File: src/rtl/mdac_pkg.sv
`default_nettype none
// ============================================================================
// mdac_pkg : shared constants and helpers for the MDAC lock input front end
// Revision : 1.0
// ============================================================================
package mdac_pkg;

    localparam int NUM_DIGITS = 4;
    localparam int DIGIT_W    = 2;
    localparam int NUM_LINES  = 6;

    // Positions of each button inside the internal 6-bit line vector
    localparam int BTN0  = 0;
    localparam int BTN1  = 1;
    localparam int BTN2  = 2;
    localparam int BTN3  = 3;
    localparam int ENTER = 4;
    localparam int CLEAR = 5;

    function automatic logic [DIGIT_W-1:0] encode_digit(input logic [NUM_DIGITS-1:0] onehot);
        logic [DIGIT_W-1:0] idx;
        idx = '0;
        for (int i = 0; i < NUM_DIGITS; i++) begin
            if (onehot[i]) begin
                idx = DIGIT_W'(i);
            end
        end
        return idx;
    endfunction

endpackage
`default_nettype wire

File: src/rtl/mdac_debounce.sv
`default_nettype none
// ============================================================================
// mdac_debounce : synchroniser plus counter-based debouncer for one button line
// Revision      : 1.0
// ============================================================================
module mdac_debounce #(
    parameter int SYNC_STAGES     = 2,
    parameter int DEBOUNCE_CYCLES = 16
) (
    input  logic clk,
    input  logic reset,
    input  logic raw,
    output logic stable,
    output logic rise
);

    localparam int CNT_W = $clog2(DEBOUNCE_CYCLES + 1);
    localparam logic [CNT_W-1:0] CNT_LAST = CNT_W'(DEBOUNCE_CYCLES - 1);

    logic [SYNC_STAGES-1:0] sync_chain;
    logic [CNT_W-1:0]       cnt;
    logic                   sync;

    assign sync = sync_chain[SYNC_STAGES-1];

    // rise is flagged on the same edge that stable goes high
    always_ff @(posedge clk) begin
        if (!reset) begin
            sync_chain <= '0;
            cnt        <= '0;
            stable     <= 1'b0;
            rise       <= 1'b0;
        end else begin
            sync_chain <= {sync_chain[SYNC_STAGES-2:0], raw};
            rise       <= 1'b0;
            if (sync == stable) begin
                cnt <= '0;
            end else if (cnt == CNT_LAST) begin
                stable <= sync;
                rise   <= sync;
                cnt    <= '0;
            end else begin
                cnt <= cnt + 1'b1;
            end
        end
    end

endmodule
`default_nettype wire

File: src/rtl/mdac_input_conditioner.sv
`default_nettype none
// ============================================================================
// mdac_input_conditioner : debounces the six lock buttons and emits arbitrated
//                          single-cycle press events for the lock FSM
// Revision               : 1.0
// ============================================================================
module mdac_input_conditioner
    import mdac_pkg::*;
#(
    parameter int SYNC_STAGES     = 2,
    parameter int DEBOUNCE_CYCLES = 16
) (
    input  logic               clk,
    input  logic               reset,
    input  logic [3:0]         btn_raw,
    input  logic               enter_raw,
    input  logic               clear_raw,
    output logic               digit_valid,
    output logic [DIGIT_W-1:0] digit_code,
    output logic               enter_pulse,
    output logic               clear_pulse,
    output logic               multi_err,
    output logic               any_held
);

    logic [NUM_LINES-1:0]  raw_lines;
    logic [NUM_LINES-1:0]  stable_lines;
    logic [NUM_LINES-1:0]  rise_lines;
    logic [NUM_DIGITS-1:0] digit_rise;
    logic [NUM_DIGITS-1:0] digit_held_other;
    logic                  single_digit;

    assign raw_lines = {clear_raw, enter_raw, btn_raw};

    generate
        for (genvar i = 0; i < NUM_LINES; i++) begin : g_line
            mdac_debounce #(
                .SYNC_STAGES     (SYNC_STAGES),
                .DEBOUNCE_CYCLES (DEBOUNCE_CYCLES)
            ) u_debounce (
                .clk    (clk),
                .reset  (reset),
                .raw    (raw_lines[i]),
                .stable (stable_lines[i]),
                .rise   (rise_lines[i])
            );
        end
    endgenerate

    // A digit rising this cycle is also stable-high, so exclude it when
    // looking for another digit that is already being held.
    assign digit_rise       = rise_lines[BTN3:BTN0];
    assign digit_held_other = stable_lines[BTN3:BTN0] & ~digit_rise;
    assign single_digit     = $onehot(digit_rise) && (digit_held_other == '0);

    always_ff @(posedge clk) begin
        if (!reset) begin
            digit_valid <= 1'b0;
            digit_code  <= '0;
            enter_pulse <= 1'b0;
            clear_pulse <= 1'b0;
            multi_err   <= 1'b0;
        end else begin
            digit_valid <= 1'b0;
            digit_code  <= '0;
            enter_pulse <= 1'b0;
            clear_pulse <= 1'b0;
            multi_err   <= 1'b0;
            if (rise_lines[CLEAR]) begin
                clear_pulse <= 1'b1;
            end else if (rise_lines[ENTER]) begin
                enter_pulse <= 1'b1;
            end else if (digit_rise != '0) begin
                if (single_digit) begin
                    digit_valid <= 1'b1;
                    digit_code  <= encode_digit(digit_rise);
                end else begin
                    multi_err <= 1'b1;
                end
            end
        end
    end

    assign any_held = |stable_lines;

endmodule
`default_nettype wire
File: config.mk
export PLATFORM = sky130hd
export DESIGN_NAME = mdac_input_conditioner
export DESIGN_NICKNAME = d
export VERILOG_FILES = /design/src/rtl/mdac_pkg.sv /design/src/rtl/mdac_debounce.sv /design/src/rtl/mdac_input_conditioner.sv
export SDC_FILE = /design/constraint.sdc
export NUM_CORES = 1
export LEC_CHECK = 0
export ABC_AREA = 1
export BUFFER_PORTS_ARGS = -buffer_cell sky130_fd_sc_hd__buf_2
export CORE_UTILIZATION = 59
export CTS_CLUSTER_DIAMETER = 30
export DETAILED_ROUTE_END_ITERATION = 16
export HOLD_SLACK_MARGIN = 0.12
export PLACE_DENSITY = 0.77
export SETUP_SLACK_MARGIN = 0.05
export SLEW_MARGIN = 20
export SYNTH_ARGS = -nofsm -noshare
export SYNTH_HDL_FRONTEND = slang
export SYNTH_HIERARCHICAL = 1
export SYNTH_SLANG_ARGS = --single-unit
export TNS_END_PERCENT = 50
File: constraint.sdc
create_clock -name clk -period 2.25 [get_ports clk]
set_clock_uncertainty 0.15 [all_clocks]
set_input_delay 0.3375 -clock clk [delete_from_list [all_inputs] [get_ports clk]]
set_output_delay 0.3375 -clock clk [all_outputs]
set_load 0.005 [all_outputs]
==> run summary, run 1 <==
ys async rst share -> 0
net load switching power -> 0.421 mW
number of synthesized flops with an enable pin -> 0
crit start category -> flip-flop
vias -> 1746
grt ovf -> 0
mapped cell area -> 2430 um2
Syn Area/Cell -> 8.25 um2
Internal Power -> 1.53 mW
post-synth top area cell -> dfxtp_1
outcome -> finished, final reports clean
Rows -> 22
H-tree levels -> 3
largest net degree at the start of global routing -> 28
Pre-antenna DRT Iters -> 4
Sw Ratio -> 0.216
Fill cells -> 294
Starting Density -> 0.641
Critical Path End Type -> flip-flop
synthesized flop and latch total -> 60
HPWL Detailed -> 2.44 mm
share of post-route cells with drive strength above 1 -> 0.196
placed cell areas -> 2560 um2
final setup margin -> 144 ps
final setup TNS -> 0 ps
Lkg Pwr -> 1.26 nW
final hold vios -> 0
Core Util, Final -> 0.736
GPL Wtd Cong -> 0.837
clock tree buffer depth -> 2
Design Area, Final -> 2800 um2
Synth top area share -> 0.493
clk_lat worst skew -> 330 ps
count leader, synth -> nand2_1
Hold Crit Class -> flip-flop to flip-flop
IO buf count -> 14
Mapped Cells -> 295
initial antenna violation count -> 0
RSZ-0062 raised after global routing -> false
Worst Path Required -> 2360 ps
Antenna Cells -> 0
fin. max-slew vios -> 0
power density over the cells -> 697 nW/um2
CTS tree -> yes
Seq/Total Area, Yosys -> 0.493
Post-Place Cells -> 357
Tcrit/Tclk final -> 0.936
Total GRT Usage -> 0.194
distinct cell type count after synthesis -> 19
peak supply drop -> 0.000527 V
vias in the first global route -> 1592
largest cells by area after synthesis -> dfxtp_1 49%, nand2_1 9.4%, inv_1 8.3%, ha_1 7.7%, nor2_1 5.2%
count of final setup violators -> 0
Critical Path AT -> 2220 ps
Max Freq -> 0.475 GHz
CTS buffer count -> 9
part of the power in registers -> 0.555
Iteration-0 DRC Markers -> 54
Clk network pwr share -> 0.414
drt drc -> 0
Max-Cap Viols -> 0
final net count -> 351
dominant synthesized flop cell -> dfxtp_1
Core ar. -> 3800 um2
fin cells -> 380
Slew @ Worst Pin -> 505 ps
Synth warnings -> 6
clock root buffer -> clkbuf_8
Reg area -> 1200 um2
Final min period -> 2110 ps
aggregate routed wire length -> 3.55 mm
Num Clock Sinks -> 60
layout overhead on the synthesized area -> 14.9%
clock-pin transition on the worst setup and hold timing paths -> 60 ps
final hold slack -> 262 ps
wire per inst -> 9.33 um
vias per cell -> 4.59
die area -> 4390 um2
Net Count, Synth -> 319
area of the multi-input gates -> 993 um2
# IOs -> 15
Setup Crit Path Kind -> flip-flop to flip-flop
slew margin rel. -> 0.663
die width -> 66.2 um
Routed Antenna Nets -> 0
Die H -> 66.2 um
Pwr Total -> 1.95 mW
first-pass GRT wire length -> 6.11 mm
maximum fanout along the worst path -> 3
Setup WS pre-CTS -> 139 ps
power share of the combinational group -> 0.030
Commonest cells post-synth -> 61 x nand2_1, 60 x dfxtp_1, 54 x inv_1
sequential cells by signal, indices dropped and copies added, names as in the netlist:
signal	cells
digit_code	2
enter_pulse	1
g_line.u_debounce/stable	6
g_line.u_debounce/cnt	30
digit_valid	1
g_line.u_debounce/rise	6
multi_err	1
clear_pulse	1
g_line.u_debounce/sync_chain	12
cell type report:
| class | count | share of cell area |
|---|---|---|
| Clock inverter | 2 | 0.00358 |
| Sequential cell | 60 | 0.430 |
| Inverter | 64 | 0.0859 |
| Timing Repair Buffer | 21 | 0.0492 |
| Multi-Input combinational cell | 171 | 0.355 |
| Tap cell | 48 | 0.0215 |
| Clock buffer | 14 | 0.0546 |
power groups by stage:
stage	combinational (mW)	sequential (mW)	clock (mW)
final	0.0593	1.08	0.807
after global routing	0.0685	1.08	0.884
after CTS	0.0599	1.08	0.831
after detailed placement	0.0516	1.11	0
after global placement	0.0500	1.11	0
after floorplan	0.0333	1.10	0
layout by cell type (no fill, tap or decap), types with 3 or more instances in the layout:
cell type	synthesis	final
nand3_1	7	7
nor2_4	7	7
ha_1	15	15
dfxtp_1	60	58
clkbuf_8	0	10
clkbuf_1	0	4
nor2_1	34	34
nand2_1	61	61
inv_1	54	53
inv_2	9	10
nand2_2	3	3
nor2_2	8	8
nor3_1	6	6
dlygate4sd3_1	0	6
buf_2	0	14
xnor2_1	6	6
nand3_2	8	8
o21ai_0	6	6
nand4_1	6	6
kinds of logic after synthesis:
family | after synthesis | synth area share
AO/OA/AOI/OAI | 8 | 0.0164
XOR/XNOR | 6 | 0.0216
adder cells (fa/ha/maj) | 16 | 0.0853
buffers and inverters | 64 | 0.0987
flip-flops | 60 | 0.493
AND/OR/NAND/NOR | 141 | 0.285
critical path, stage by stage, from the launching register on:
cell and delay (ps):
dfxtp_2 320, inv_2 50, fa_1 540, inv_1 40, ha_1 170, ha_1 270
inv_1 60, nand3_1 100, nor2_4 120, nand3_2 110, nor2_1 110
final timing paths:
path              depth (start not counted)                                 end                               start  slack, ps
setup / recovery                         10                       digit_code[0]           g_line[0].u_debounce/rise        140
hold / removal                            2  g_line[4].u_debounce/sync_chain[1]  g_line[4].u_debounce/sync_chain[0]        260
setup reg to reg                         10                       digit_code[0]           g_line[0].u_debounce/rise        140
hold reg to reg                           2  g_line[4].u_debounce/sync_chain[1]  g_line[4].u_debounce/sync_chain[0]        260
timing repair:
action                                  CTS  global route
endpoints found under the hold margin     6             0
endpoints found under the setup margin    0             2
buffers inserted                          0             1
gates resized for setup                   0             3
hold buffers                              6             0
routing by layer:
metal,vias up,routed length [um],global-route usage
met1,767,1700,0.201
met2,19,1690,0.327
met3,8,91,0.0603
met5,-,0,0
met4,0,68,0.146
li1,952,-,-
Note: power is estimated with default switching activity, not from simulation.
==> run 2, diff against run 1 <==
--- a/config.mk
+++ b/config.mk
@@ -5,13 +5,13 @@
 export SDC_FILE = /design/constraint.sdc
 export NUM_CORES = 1
 export LEC_CHECK = 0
-export ABC_AREA = 1
 export BUFFER_PORTS_ARGS = -buffer_cell sky130_fd_sc_hd__buf_2
-export CORE_UTILIZATION = 59
+export CORE_UTILIZATION = 58
 export CTS_CLUSTER_DIAMETER = 30
 export DETAILED_ROUTE_END_ITERATION = 16
 export HOLD_SLACK_MARGIN = 0.12
-export PLACE_DENSITY = 0.77
+export PLACE_DENSITY = 0.76
+export RECOVER_POWER = 100
 export SETUP_SLACK_MARGIN = 0.05
 export SLEW_MARGIN = 20
 export SYNTH_ARGS = -nofsm -noshare
==> run summary, run 2 <==
outcome -> finished, violations left
violated checks -> setup timing
Commonest cells post-synth -> 60 x dfxtp_1, 32 x nor2_1, 19 x inv_1
peak supply drop -> 0.000514 V
Die H -> 64.2 um
Seq/Total Area, Yosys -> 0.536
CTS buffer count -> 9
most frequent cells in the layout -> 57 x dfxtp_1, 32 x nor2_1, 16 x inv_1
met3 Resource Use GR -> 0.0500
Num Clock Sinks -> 60
met1 Usage GRT -> 0.219
Synth top area share -> 0.536
M2 GR Usage -> 0.362
HPWL Detailed -> 2.54 mm
Core ar. -> 3690 um2
final net count -> 267
critical path, cell by cell -> inv_2, fa_1, inv_2, ha_4, ha_4, or3b_1, a221o_1, a2111oi_2
synthesized flop and latch total -> 60
Worst Path Required -> 2320 ps
Iteration-0 DRC Markers -> 74
Starting Density -> 0.608
Pwr Total -> 1.94 mW
Critical Path AT -> 2570 ps
Pre-antenna DRT Iters -> 4
mapped cell area -> 2240 um2
Net Count, Synth -> 230
clock-pin transition on the worst setup and hold timing paths -> 60 ps
final hold vios -> 0
Routed Antenna Nets -> 0
clock tree buffer depth -> 2
Max-Cap Viols -> 0
Max Freq -> 0.401 GHz
Critical Path End Type -> flip-flop
slew margin rel. -> 0.231
count leader, synth -> dfxtp_1
Mapped Cells -> 206
first-pass GRT wire length -> 6.25 mm
wire per inst -> 12.3 um
Top reg by flops -> g_line.u_debounce/cnt
layout overhead on the synthesized area -> 18.9%
Final min period -> 2500 ps
GPL Wtd Cong -> 0.847
largest net degree at the start of global routing -> 32
GRT busiest layer -> met2
Synth warnings -> 6
Top Registers -> g_line.u_debounce/cnt x30, g_line.u_debounce/sync_chain x12
clock root buffer -> clkbuf_8
Hold Crit Start -> reset
H-tree levels -> 3
Hold Path End -> enter_pulse
vias in the first global route -> 1465
Setup WS pre-CTS -> -314 ps
Lkg Pwr -> 1.10 nW
vias -> 1450
initial antenna violation count -> 0
commonest non-fill, non-tap cell in the layout -> dfxtp_1
RR Startpoint -> g_line[0].u_debounce/rise
die area -> 4120 um2
vias per cell -> 4.92
Syn Area/Cell -> 10.9 um2
Hold Crit Depth -> 3
Slew @ Worst Pin -> 1150 ps
Crit path largest cell delay -> 550 ps
CTS tree -> yes
Antenna Cells -> 0
Hold Crit Class -> primary input to flip-flop
count of final setup violators -> 4
drt drc -> 0
fin. max-slew vios -> 0
ys async rst share -> 0
maximum fanout along the worst path -> 4
share of post-route cells with drive strength above 1 -> 0.206
CP max-delay cell -> fa_1
dominant synthesized flop cell -> dfxtp_1
number of synthesized flops with an enable pin -> 0
Setup Crit Path Kind -> flip-flop to flip-flop
RSZ-0062 raised after global routing -> true
post-synth top area cell -> dfxtp_1
Fill cells -> 262
grt ovf -> 0
clk_lat worst skew -> 320 ps
setup slack, reg-to-reg -> -250 ps
final setup margin -> -246 ps
aggregate routed wire length -> 3.62 mm
distinct cell type count after synthesis -> 26
largest cells by area after synthesis -> dfxtp_1 54%, ha_1 8.4%, nor2_1 5.4%, xor2_1 4.7%, and2_1 3.6%
die width -> 64.2 um
Tcrit/Tclk final -> 1.11
crit start category -> flip-flop
Rows -> 22
power density over the cells -> 729 nW/um2
R2R depth -> 8
number of flip-flops in the largest register -> 30
Total GRT Usage -> 0.205
IO buf count -> 14
# IOs -> 15
RR Endpoint -> digit_code[1]
## run 2: cell count changes in the layout (fill, tap and decap cells not counted), moves of 8 or more
cell / previous run / this run
and2_0: 0 / 10
nor2_2: 8 / 0
xor2_1: 0 / 12
nand3_2: 8 / 0
inv_1: 53 / 16
nand2_1: 61 / 1
## run 2: how the worst max path moves through the flow
stage,end,startpoint,depth (start not counted)
2_1_floorplan,multi_err,g_line[0].u_debounce/rise,8
6_report,digit_code[1],g_line[0].u_debounce/rise,8
5_1_grt,digit_code[1],g_line[0].u_debounce/rise,8
3_5_place_dp,digit_code[1],g_line[3].u_debounce/rise,8
4_1_cts,digit_code[1],g_line[0].u_debounce/rise,8
3_3_place_gp,multi_err,g_line[0].u_debounce/rise,8
## run 2: final cells by class
class	count	area [um2]	share of cell area
tap	48	60.1	0.0225
clock buffer	13	159	0.0596
timing repair buffer	26	166	0.0624
sequential	60	1200	0.452
inverter	19	71.3	0.0268
clock inverter	2	10.0	0.00376
multi-input combinational	127	993	0.373
## run 2: per-stage QoR
step,TNS [ps],hold slack [ps],cell area (um2),utilization,std cells
4_1_cts,-852,182,2660,0.720,294
6_report,-804,179,2670,0.723,295
3_5_place_dp,-1050,268,2400,0.652,272
5_1_grt,-1200,219,2670,0.723,295
2_1_floorplan,-516,258,2240,-,206
3_3_place_gp,-620,267,2400,0.652,272
## run 2: critical path, delay by kind of cell, from the launching register on
kind                       cells  cell delay (ps)
AOI/OAI and AO/OA              2              570
adders and majority gates      3              910
buffers and inverters          2              110
DFF                            1              320
and+or+nand+nor                1              330
## run 2: cell families (layout without fill, tap and decap cells)
| family | after synthesis | after routing | share of synthesized area |
|---|---|---|---|
| buffers and inverters | 19 | 60 | 0.0318 |
| AND/OR/NAND/NOR | 81 | 81 | 0.216 |
| XOR/XNOR | 18 | 18 | 0.0704 |
| flip-flops | 60 | 60 | 0.536 |
| adder cells (fa/ha/maj) | 16 | 16 | 0.0927 |
| AO/OA/AOI/OAI | 6 | 6 | 0.0262 |
| multiplexers | 6 | 6 | 0.0268 |
## run 2: report_power, final
| group | leakage [nW] | total [mW] | switching [mW] | internal, mW |
|---|---|---|---|---|
| Clock | 0.0893 | 0.815 | 0.365 | 0.450 |
| Sequential | 0.488 | 1.08 | 0.00751 | 1.08 |
| Combinational | 0.520 | 0.0434 | 0.0209 | 0.0224 |
## run 2: repair_timing
| action | CTS | global route |
|---|---|---|
| resized for setup | 3 | 2 |
| endpoints found under the hold margin | 6 | 0 |
| pin swaps | 1 | 1 |
| hold buffers | 6 | 0 |
| setup buffers | 1 | 1 |
| endpoints found under the setup margin | 4 | 4 |
## run 2: routing by layer
metal / part of all wire / wire (um)
met3: 0.029 / 104
met1: 0.43 / 1550
met2: 0.52 / 1880
met5: 0 / 0
met4: 0.023 / 84
==> run 3, diff against run 2 <==
--- a/config.mk
+++ b/config.mk
@@ -16,6 +16,5 @@
 export SLEW_MARGIN = 20
 export SYNTH_ARGS = -nofsm -noshare
 export SYNTH_HDL_FRONTEND = slang
-export SYNTH_HIERARCHICAL = 1
 export SYNTH_SLANG_ARGS = --single-unit
 export TNS_END_PERCENT = 50
==> run summary, run 3 <==
initial antenna violation count -> 0
clock tree buffer depth -> 2
HPWL Detailed -> 2.28 mm
grt ovf -> 0
Worst Path Required -> 2320 ps
final setup TNS -> -770 ps
most frequent cells in the layout -> 57 x dfxtp_1, 31 x nor2_1, 21 x inv_1
Lkg Pwr -> 1.09 nW
count leader, synth -> dfxtp_1
final setup margin -> -237 ps
clock-pin transition on the worst setup and hold timing paths -> 60 ps
# IOs -> 15
Max Freq -> 0.402 GHz
Sw Ratio -> 0.201
Iteration-0 DRC Markers -> 37
commonest non-fill, non-tap cell in the layout -> dfxtp_1
ys async rst share -> 0
Slew @ Worst Pin -> 996 ps
Routed Antenna Nets -> 0
IO buf count -> 14
Clk network pwr share -> 0.420
die width -> 63.8 um
H-tree levels -> 3
vias per cell -> 4.96
final net count -> 269
largest cells by area after synthesis -> dfxtp_1 54%, ha_1 8.5%, nor2_1 5.2%, xor2_1 4.7%, inv_1 3.7%
Antenna Cells -> 0
Rows -> 22
distinct cell type count after synthesis -> 26
Starting Density -> 0.606
crit start category -> flip-flop
maximum fanout along the worst path -> 4
Critical Path End Type -> flip-flop
Commonest cells post-synth -> 60 x dfxtp_1, 31 x nor2_1, 22 x inv_1
RSZ-0062 raised after global routing -> true
final hold vios -> 0
fin cells -> 297
vias -> 1473
CTS tree -> yes
Post-Place Cells -> 274
Synth top area share -> 0.541
Seq/Total Area, Yosys -> 0.541
GPL Wtd Cong -> 0.815
Top reg by flops -> g_line.u_debounce.cnt
Hold Crit Class -> flip-flop to flip-flop
dominant synthesized flop cell -> dfxtp_1
Pre-antenna DRT Iters -> 4
area of the multi-input gates -> 938 um2
power density over the cells -> 739 nW/um2
share of post-route cells with drive strength above 1 -> 0.141
outcome -> finished, violations left
number of flip-flops in the largest register -> 30
slew margin rel. -> 0.336
peak supply drop -> 0.000452 V
Reg area -> 1200 um2
vias in the first global route -> 1454
power share of the combinational group -> 0.021
post-synth top area cell -> dfxtp_1
number of synthesized flops with an enable pin -> 0
fin. max-slew vios -> 0
Tcrit/Tclk final -> 1.11
layout overhead on the synthesized area -> 18.3%
CTS buffer count -> 9
Mapped Cells -> 211
clock root buffer -> clkbuf_8
part of the power in registers -> 0.559
violated checks -> setup timing
Die H -> 63.8 um
Net Count, Synth -> 235
Setup Crit Path Kind -> flip-flop to flip-flop
net load switching power -> 0.390 mW
count of final setup violators -> 4
Syn Area/Cell -> 10.5 um2
synthesized flop and latch total -> 60
Max-Cap Viols -> 0
setup slack, reg-to-reg -> -240 ps
Top Registers -> g_line.u_debounce.cnt x30, g_line.u_debounce.sync_chain x12
Num Clock Sinks -> 60
Total GRT Usage -> 0.196
Internal Power -> 1.55 mW
first-pass GRT wire length -> 5.87 mm
Pwr Total -> 1.94 mW
drt drc -> 0
Fill cells -> 262
clk_lat worst skew -> 320 ps
wire per inst -> 11.1 um
aggregate routed wire length -> 3.29 mm
Final min period -> 2490 ps
die area -> 4080 um2
Synth warnings -> 0
Core ar. -> 3660 um2
largest net degree at the start of global routing -> 32
mapped cell area -> 2220 um2
Critical Path AT -> 2560 ps
[run 3: cell type report]
type	count	share of cell area
Sequential cell	60	0.459
Multi-Input combinational cell	126	0.358
Clock buffer	13	0.0606
Timing Repair Buffer	26	0.0644
Inverter	22	0.0315
Tap cell	48	0.0229
Clock inverter	2	0.00381
[run 3: repair_timing]
action / CTS / global route
setup buffers: 1 / 0
endpoints found under the hold margin: 7 / 0
pin swaps: 1 / 0
hold buffers: 7 / 0
endpoints found under the setup margin: 4 / 4
gates resized for setup: 2 / 1
[run 3: cell families after synthesis]
family | Yosys count | synth area share
xor+xnor | 18 | 0.0711
compound gates | 6 | 0.0254
flops | 60 | 0.541
mux | 6 | 0.0271
simple gates | 80 | 0.199
buf+inv | 25 | 0.0423
fa+ha+maj | 16 | 0.0936
[run 3: path summary, 6_finish.rpt]
path                                           start                                 end  depth (start not counted)
setup / recovery           g_line[0].u_debounce.rise                           multi_err                          8
hold / removal    g_line[5].u_debounce.sync_chain[0]  g_line[5].u_debounce.sync_chain[1]                          1
setup reg to reg           g_line[0].u_debounce.rise                           multi_err                          8
hold reg to reg   g_line[5].u_debounce.sync_chain[0]  g_line[5].u_debounce.sync_chain[1]                          1
[run 3: power by group through the flow]
| stage | logic, mW | registers, mW | clock network (mW) |
|---|---|---|---|
| finish | 0.0409 | 1.08 | 0.815 |
| global route | 0.0460 | 1.08 | 0.899 |
| CTS | 0.0427 | 1.08 | 0.842 |
| detailed placement | 0.0336 | 1.11 | 0 |
| global placement | 0.0320 | 1.11 | 0 |
| floorplan | 0.0223 | 1.10 | 0 |
[run 3: per-stage QoR]
stage          worst slack (ps)  instance area [um2]  utilization  hold slack, ps
2_1_floorplan              -193                 2220            -             258
4_1_cts                    -226                 2630        0.719             289
5_1_grt                    -364                 2620        0.717             290
3_3_place_gp               -224                 2370        0.648             266
6_report                   -237                 2620        0.717             286
3_5_place_dp               -284                 2370        0.648             270
[run 3: worst max-delay path, cell delays in order (launching register included)]
cell,delay [ps]
dfxtp_2,330
inv_2,40
fa_1,540
inv_1,50
ha_2,190
ha_4,200
or3b_1,340
a221o_1,320
o21ba_2,220
[run 3: routing by layer]
metal,up-vias,wire length (um),GRT usage
li1,756,-,-
met1,683,1500,0.195
met2,27,1610,0.339
met3,7,136,0.0911
met4,0,45,0.102
met5,-,0,0
